File: config.mk
export PLATFORM = sky130hd
export DESIGN_NAME = onehot_encoder_stage_flat
export DESIGN_NICKNAME = d
export VERILOG_FILES = /design/src/rtl/onehot_encoder_stage_if.sv /design/src/rtl/onehot_encoder_stage.sv /design/src/flat_wrapper.sv
export SDC_FILE = /design/constraint.sdc
export NUM_CORES = 1
export LEC_CHECK = 0
export BUFFER_PORTS_ARGS = -buffer_cell sky130_fd_sc_hd__buf_2
export CORE_ASPECT_RATIO = 1.1
export CORE_UTILIZATION = 56
export CTS_CLUSTER_SIZE = 30
export DETAILED_ROUTE_END_ITERATION = 10
export GPL_ROUTABILITY_DRIVEN = 0
export PLACE_DENSITY = 0.78
export SYNTH_ARGS = -nofsm -noshare
export SYNTH_HDL_FRONTEND = slang
export SYNTH_SLANG_ARGS = --single-unit
export TNS_END_PERCENT = 10
File: constraint.sdc
create_clock -name clk -period 3.05 [get_ports clk]
set_clock_uncertainty 0.2 [all_clocks]
set_input_delay 0.4575 -clock clk [delete_from_list [all_inputs] [get_ports clk]]
set_output_delay 0.4575 -clock clk [all_outputs]
set_load 0.02 [all_outputs]
File: src/rtl/onehot_encoder_stage_if.sv
// Handshake bundle for the one-hot to binary encoder stage: input vector channel,
// encoded output channel and the violation-counter sideband.
interface onehot_encoder_stage_if #(
  parameter int unsigned WIDTH = 2,
  parameter int unsigned ERRW  = 8
);

  logic                  in_valid;
  logic                  in_ready;
  logic [2**WIDTH-1:0]   in_onehot;
  logic                  out_valid;
  logic                  out_ready;
  logic [WIDTH-1:0]      out_bin;
  logic                  out_zero;
  logic                  out_multi;
  logic                  err_clear;
  logic [ERRW-1:0]       err_count;

  // Producer/consumer side driving the stage.
  modport master (
    output in_valid,
    output in_onehot,
    output out_ready,
    output err_clear,
    input  in_ready,
    input  out_valid,
    input  out_bin,
    input  out_zero,
    input  out_multi,
    input  err_count
  );

  // The encoder stage itself.
  modport slave (
    input  in_valid,
    input  in_onehot,
    input  out_ready,
    input  err_clear,
    output in_ready,
    output out_valid,
    output out_bin,
    output out_zero,
    output out_multi,
    output err_count
  );

endinterface

File: src/rtl/onehot_encoder_stage.sv
// Registered one-hot to binary encoder behind a 2-entry skid buffer, with zero/multi-hot
// flags and a saturating violation counter.
module onehot_encoder_stage #(
  parameter int unsigned WIDTH = 2,
  parameter int unsigned ERRW  = 8
) (
  input logic                   clk,
  input logic                   reset_n,
  onehot_encoder_stage_if.slave bus
);

  localparam int unsigned N = 2**WIDTH;
  localparam logic [N-1:0]    OneN   = {{(N-1){1'b0}}, 1'b1};
  localparam logic [ERRW-1:0] ErrMax = '1;
  localparam logic [ERRW-1:0] ErrOne = {{(ERRW-1){1'b0}}, 1'b1};

  typedef struct packed {
    logic [WIDTH-1:0] bin;
    logic             zero;
    logic             multi;
  } entry_t;

  typedef enum logic [1:0] {StEmpty, StOne, StTwo} state_e;

  state_e          state_q, state_d;
  entry_t          head_q, head_d;
  entry_t          tail_q, tail_d;
  logic [ERRW-1:0] err_q, err_d;

  entry_t enc;
  logic   accept;
  logic   pop;

  // Scanning high to low leaves the lowest set index; an X bit simply fails the if,
  // so the encoder never turns an idle, undriven input into X state.
  always_comb begin
    enc       = '0;
    enc.zero  = ~|bus.in_onehot;
    enc.multi = |(bus.in_onehot & (bus.in_onehot - OneN));
    for (int i = N - 1; i >= 0; i--) begin
      if (bus.in_onehot[i] == 1'b1) begin
        enc.bin = WIDTH'(i);
      end
    end
  end

  assign accept = bus.in_valid & bus.in_ready;
  assign pop    = bus.out_valid & bus.out_ready;

  always_comb begin
    state_d = state_q;
    head_d  = head_q;
    tail_d  = tail_q;
    case (state_q)
      StEmpty: begin
        if (accept) begin
          head_d  = enc;
          state_d = StOne;
        end
      end
      StOne: begin
        if (accept && pop) begin
          head_d = enc;
        end else if (accept) begin
          tail_d  = enc;
          state_d = StTwo;
        end else if (pop) begin
          state_d = StEmpty;
        end
      end
      StTwo: begin
        if (pop) begin
          head_d  = tail_q;
          state_d = StOne;
        end
      end
      default: state_d = StEmpty;
    endcase
  end

  // Clear wins over a simultaneous violating accept.
  always_comb begin
    err_d = err_q;
    if (bus.err_clear) begin
      err_d = '0;
    end else if (accept && (enc.zero || enc.multi) && (err_q != ErrMax)) begin
      err_d = err_q + ErrOne;
    end
  end

  always_ff @(posedge clk or negedge reset_n) begin
    if (!reset_n) begin
      state_q <= StEmpty;
      head_q  <= '0;
      tail_q  <= '0;
      err_q   <= '0;
    end else begin
      state_q <= state_d;
      head_q  <= head_d;
      tail_q  <= tail_d;
      err_q   <= err_d;
    end
  end

  // in_ready depends only on registered occupancy, never on out_ready.
  assign bus.in_ready  = (state_q != StTwo);
  assign bus.out_valid = (state_q != StEmpty);
  assign bus.out_bin   = bus.out_valid ? head_q.bin : '0;
  assign bus.out_zero  = bus.out_valid & head_q.zero;
  assign bus.out_multi = bus.out_valid & head_q.multi;
  assign bus.err_count = err_q;

endmodule

File: src/flat_wrapper.sv
// flat-port wrapper written by rule: the top's interface ports become plain ports
module onehot_encoder_stage_flat 
#(
  parameter int unsigned WIDTH = 2,
  parameter int unsigned ERRW  = 8
)
  (clk, reset_n, bus_in_valid, bus_in_onehot, bus_out_ready, bus_err_clear, bus_in_ready, bus_out_valid, bus_out_bin, bus_out_zero, bus_out_multi, bus_err_count);
  onehot_encoder_stage_if #(.WIDTH(WIDTH), .ERRW(ERRW)) bus_i ();
  input logic clk;
  input logic reset_n;
  input wire logic [$bits(bus_i.in_valid)-1:0] bus_in_valid;
  input wire logic [$bits(bus_i.in_onehot)-1:0] bus_in_onehot;
  input wire logic [$bits(bus_i.out_ready)-1:0] bus_out_ready;
  input wire logic [$bits(bus_i.err_clear)-1:0] bus_err_clear;
  output wire logic [$bits(bus_i.in_ready)-1:0] bus_in_ready;
  output wire logic [$bits(bus_i.out_valid)-1:0] bus_out_valid;
  output wire logic [$bits(bus_i.out_bin)-1:0] bus_out_bin;
  output wire logic [$bits(bus_i.out_zero)-1:0] bus_out_zero;
  output wire logic [$bits(bus_i.out_multi)-1:0] bus_out_multi;
  output wire logic [$bits(bus_i.err_count)-1:0] bus_err_count;
  assign bus_i.in_valid = bus_in_valid;
  assign bus_i.in_onehot = bus_in_onehot;
  assign bus_i.out_ready = bus_out_ready;
  assign bus_i.err_clear = bus_err_clear;
  assign bus_in_ready = bus_i.in_ready;
  assign bus_out_valid = bus_i.out_valid;
  assign bus_out_bin = bus_i.out_bin;
  assign bus_out_zero = bus_i.out_zero;
  assign bus_out_multi = bus_i.out_multi;
  assign bus_err_count = bus_i.err_count;
  onehot_encoder_stage #(.WIDTH(WIDTH), .ERRW(ERRW)) u_core (.clk(clk), .reset_n(reset_n), .bus(bus_i));
endmodule
# Yosys cells after proc, flatten, opt, wreduce, memory -nomap -nowiden
# Index checks and enable logic that the tools add are counted.
# word_totals
ff_bits,18
inputBits,9
out_inout_bits,14
wordCells,56
# op_classes
add_sub_neg,2
n_eq_ne,9
muxes,17
n_bitwise,6
n_reduce_logical,14
# op_table
op,n
2-to-1 mux 2 bit,10
2-to-1 mux 8 bit,2
2-to-1 mux 4 bit,3
case mux 4 bit (3 select lines),1
"adder 8 x 1 -> 8 bit, second input constant",1
"inequality test 8 bit, second input constant",1
AND reduction 4 bit,2
OR reduction 4 bit,2
"inequality test 2 x 1 -> 1 bit, second input constant",3
case mux 2 bit (3 select lines),1
bitwise AND 1 bit,4
bitwise AND 4 bit,1
"inequality test 2 bit, second input constant",2
nonzero test 2 bit,2
"subtractor 4 x 1 -> 4 bit, second input constant",1
logical AND 1 bit,3
"inequality test 3 x 1 -> 1 bit, second input constant",1
AND reduction 3 bit,1
nonzero test 3 bit,1
"equality test 2 x 1 -> 1 bit, second input constant",1
"equality test 2 bit, second input constant",1
logical NOT 2 bit,1
logical NOT 1 bit,1
logical OR 1 bit,1
NOT 1 bit,1

# Longest topological paths before layout
# logic_depth
depth_word,8
depth_mapped,6
ltp_nobuf,5

# Worst setup path before layout
# Ideal clock, no wire load.
# synth_path
path_type,register to register
startpoint,"register u_core.err_q[0], in the netlist u_core.bus.err_count[0]"
endpoint,"register u_core.err_q[6], in the netlist u_core.bus.err_count[6]"
setup_ns,0.078
arrival_ns,1.657
required_time_ns,2.772
setup_slack_ns,1.116
stages_incl_launch_ff,6
path_buffers,0
synth_period_minus_slack_ns,1.934
cell_sequence,dfrtp_1 ha_1 nand3_1 o2111ai_4 or4_1 a21oi_1
# synth_via
elab_chain_len,3
elab_cells_between_ends,6
cone_classes,1 x add/sub; 1 x eq/ne; 2 x mux; 2 x reduce/logical
# synth_rtl
element,line_no,rtl
"start, declared",onehot_encoder_stage.sv:28,"logic [ERRW-1:0] err_q, err_d;"
"start signal, assigned",onehot_encoder_stage.sv:101,err_q <= err_d;
adder 8 x 1 -> 8 bit or inequality test 8 bit (tied branches),"onehot_encoder_stage.sv:87, onehot_encoder_stage.sv:86",
2-to-1 mux 8 bit or logical AND 1 bit (tied branches),onehot_encoder_stage.sv:86,end else if (accept && (enc.zero || enc.multi) && (err_q != ErrMax)) begin
2-to-1 mux 8 bit or nonzero test 2 bit (tied branches),n/a,
# Several ways; a longest one is shown, not always the timed one. The select of a mux whose other input is x is not followed.
# A chain may end at the register's enable or synchronous reset.

# Worst setup path in the final report
# layout_path
startpoint,"register u_core.err_q[0], in the netlist u_core.bus.err_count[0]"
endpoint,"register u_core.err_q[4], in the netlist u_core.bus.err_count[4]"
# Same word-level chain as after synthesis.

==> results by group <==
Run status
  • Status: finished, violations left
  • Failing checks: design-rule violations

Clock tree
  • Skew-Pair Late Insertion Delay: 0.29 ns
  • Clock transition at the registers of the reported paths: 0.11 ns
  • TritonCTS sink count: 18
  • Clock tree root driver cell: clkbuf_4
  • # Post-CTS Setup Buffers: 0
  • CTS HTree Levels: 1
  • CTS Buf Count: 3
  • CTS Buffer Depth: 2
  • CTS tree: yes

Timing
  • Unrepaired setup endpoints after global routing: no
  • Fin crit share: 68.8%
  • Slew @ Worst Pin: 0.593 ns
  • Final setup fails: 0
  • Fin. Hold Viols: 0
  • Slew headroom: 60.0%
  • Post-route minimum period: 2.10 ns
  • WHS: 0.220 ns
  • F_max: 477 MHz
  • Slew Limit Fails: 0
  • TNS Setup: 0 ns

Drt
  • Final ANT Viol Nets: 0
  • Drt drc: 6
  • WL per Instance: 14.5 um
  • Final WL: 2100 um
  • Number of vias per cell: 6.19
  • Vias: 897
  • DRT iter0 DRCs: 21
  • Initial DRT Pass Iterations: 7

Yosys
  • Avg Cell Area, Syn: 10.1 um^2
  • XOR/XNOR Fraction of Synth Area: 0.830%
  • Compound-cell area share of the yosys netlist: 21.6%
  • Largest area contributor in the netlist: dfrtp_1
  • Mux cell area share after synthesis: 6.41%
  • FF+latch count, synth: 18
  • Adder-cell share of the synthesized area: 2.14%
  • Cells after Synth: 104
  • Top cell type's share of synthesized area: 42.7%
  • Synth area leaders: dfrtp_1 (43%), mux2_2 (6.4%), o31ai_1 (5.0%)
  • Post-Synthesis Cell Area: 1050 um^2
  • Syn_nets: 114
  • Synth unique cells: 33
  • Number of synthesized flops with an enable pin: 0
  • Yosys warning count: 0
  • Sequential share of the synthesized area: 42.7%
  • Largest family of logic cells by synthesized area: compound AO/OA/AOI/OAI gates
  • Asr flop ratio synth: 100%
  • Top cells by count, synth: dfrtp_1 (18), a21oi_1 (10), nand2_1 (7), o31ai_1 (7)
  • Simple-Gate Fraction of Synth Area: 20.9%
  • Post-synth top flop: dfrtp_1
  • Most numerous cell in the Yosys netlist: dfrtp_1

Placed design
  • HPWL after DPL: 1550 um
  • Port-buffer cells: 22
  • Cells after DPL: 140

Die
  • Die span in y: 47.5 um
  • Die area: 2060 um^2
  • I/O pin total: 23
  • Die X: 43.4 um
  • Row cnt: 16
  • Core footprint: 1780 um^2
  • Initial core utilization: 59.2%

Hold path
  • Hold path endpoint: u_core.state_q[1]$_DFFE_PN0P_
  • HP Start: bus_out_ready
  • Min-delay worst type: input pin to flop
  • Hold depth: 2

Global routing
  • Vias in the first global route: 747
  • Antenna violations before repair: 0
  • Top Usage Layer GRT: met2
  • Grt total ovfl: 0
  • Grt met2 use: 40.0%
  • GRT met3 Usage: 3.40%
  • Largest net degree at the start of global routing: 19
  • First-pass GRT wire length: 3180 um
  • GR Layer Usage met1: 24.8%
  • Gr usage total: 21.1%

Critical path
  • WS Path Type: flop to flop
  • Max Fanout on Critical Path: 16
  • Reg2reg start: u_core.bus.err_count[0]$_DFFE_PN0P_
  • Crit. End Element: flop
  • Biggest cell delay along the critical path: 0.57 ns
  • CP max-delay cell: or4_1
  • Worst path arrival time: 2.12 ns
  • Critical path required time: 3.07 ns
  • Worst R2R Setup Slack: 0.95 ns
  • Critical path, cell by cell: ha_1, nand3_1, o2111ai_4, or4_1, a21oi_1
  • Worst reg-to-reg path cell count: 5
  • RR Endpoint: u_core.bus.err_count[4]$_DFFE_PN0P_
  • Worst setup SP type: flop
  • Number of buffers and inverters on the critical path: 0
  • Crit path max-delay family: simple AND/OR/NAND/NOR gates

Layout
  • Share of cells above drive strength 1: 29.9%
  • Core Util, Final: 67.1%
  • Area Growth Syn to Fin: 13.4%
  • Final non-filler cell total: 145
  • Final net count: 138
  • Ant diodes: 0

Power
  • P per Cell Area: 506 nW/um^2
  • Total chip power: 0.000605 W
  • LEAKAGE: 0.526 nW
  • Max IR drop VDD: 0.000298 V

Run
  • Max Cap Viol: 0
-- where the power goes --
group	switching (W)	internal, W
combinational	0.0000944	0.0000653
clock	0.0000765	0.0000726
sequential	0.0000232	0.000273
-- worst register-to-register path: cells and delay by family, from the launching register on --
kind	cells	cell delay [ns]
DFF	1	0.44
AOI/OAI and AO/OA	2	0.41
and+or+nand+nor	2	0.71
adders and majority gates	1	0.26
-- cell families (layout without fill, tap and decap cells) --
| family | count (synthesis) | after routing |
|---|---|---|
| xor+xnor | 1 | 1 |
| compound gates | 32 | 32 |
| buf+inv | 9 | 32 |
| simple gates | 36 | 36 |
| mux | 6 | 6 |
| fa+ha+maj | 2 | 2 |
| flops | 18 | 18 |
-- how the worst max path moves through the flow --
| stage | from | depth (start not counted) | slack [ns] | end |
|---|---|---|---|---|
| floorplan | u_core.bus.err_count[0]$_DFFE_PN0P_ | 5 | 1.12 | u_core.bus.err_count[6]$_DFFE_PN0P_ |
| global placement | bus_in_valid | 5 | 1.03 | u_core.head_q[0]$_DFFE_PN0P_ |
| global route | u_core.bus.err_count[0]$_DFFE_PN0P_ | 5 | 0.84 | u_core.bus.err_count[6]$_DFFE_PN0P_ |
| CTS | u_core.bus.err_count[0]$_DFFE_PN0P_ | 5 | 0.96 | u_core.bus.err_count[4]$_DFFE_PN0P_ |
| detailed placement | u_core.bus.err_count[0]$_DFFE_PN0P_ | 5 | 0.98 | u_core.bus.err_count[4]$_DFFE_PN0P_ |
| finish | u_core.bus.err_count[0]$_DFFE_PN0P_ | 5 | 0.95 | u_core.bus.err_count[4]$_DFFE_PN0P_ |
-- sequential cells by signal, indices dropped and copies added (netlist names) --
name / count
u_core.bus.err_count: 8
u_core.head_q: 4
u_core.state_q: 2
u_core.tail_q: 4
-- per-layer routing --
layer  vias to the layer above  wire length, um  part of all wire [%]
met4                         0               22                   1.0
li1                        441                -                     -
met5                         -                0                     0
met1                       439              932                    44
met2                        15             1080                    51
met3                         2               65                   3.1
-- through the flow --
| step | instance area, um^2 | worst slack [ns] |
|---|---|---|
| 2_1_floorplan | 1050 | 1.12 |
| 3_3_place_gp | 1150 | 1.03 |
| 3_5_place_dp | 1150 | 0.979 |
| 4_1_cts | 1200 | 0.958 |
| 5_1_grt | 1200 | 0.838 |
| 6_report | 1200 | 0.952 |
-- area by class of cell --
cell class              count  area, um^2
fillers                   151         586
multi-input cells          77         547
flip-flops and latches     18         450
repair buffers             23         120
clock buffers               4        36.3
well taps                  18        22.5
inverters                   5        20.0
-- layout by cell type (no fill, tap or decap), types with 2 or more instances in the layout --
cell      synthesis  final
a21oi_1          10     10
buf_2             0     22
clkbuf_4          0      3
dfrtp_1          18     18
inv_1             4      4
mux2_2            6      6
nand2_1           7      7
nand3_1           3      3
nand4_1           3      3
nor2_1            4      4
nor2b_1           4      4
o21ai_0           6      6
o21ai_1           2      2
o31ai_1           7      7
o41ai_1           3      3
or3_1             2      2
or4_1             5      5
-- what timing repair did --
action                                  4_1_cts  5_1_grt
endpoints found under the hold margin        18        0
hold buffers                                  1        0
resized for setup                             0        0
endpoints found under the setup margin        0        0
No activity file was read; power rests on OpenSTA's default activity.
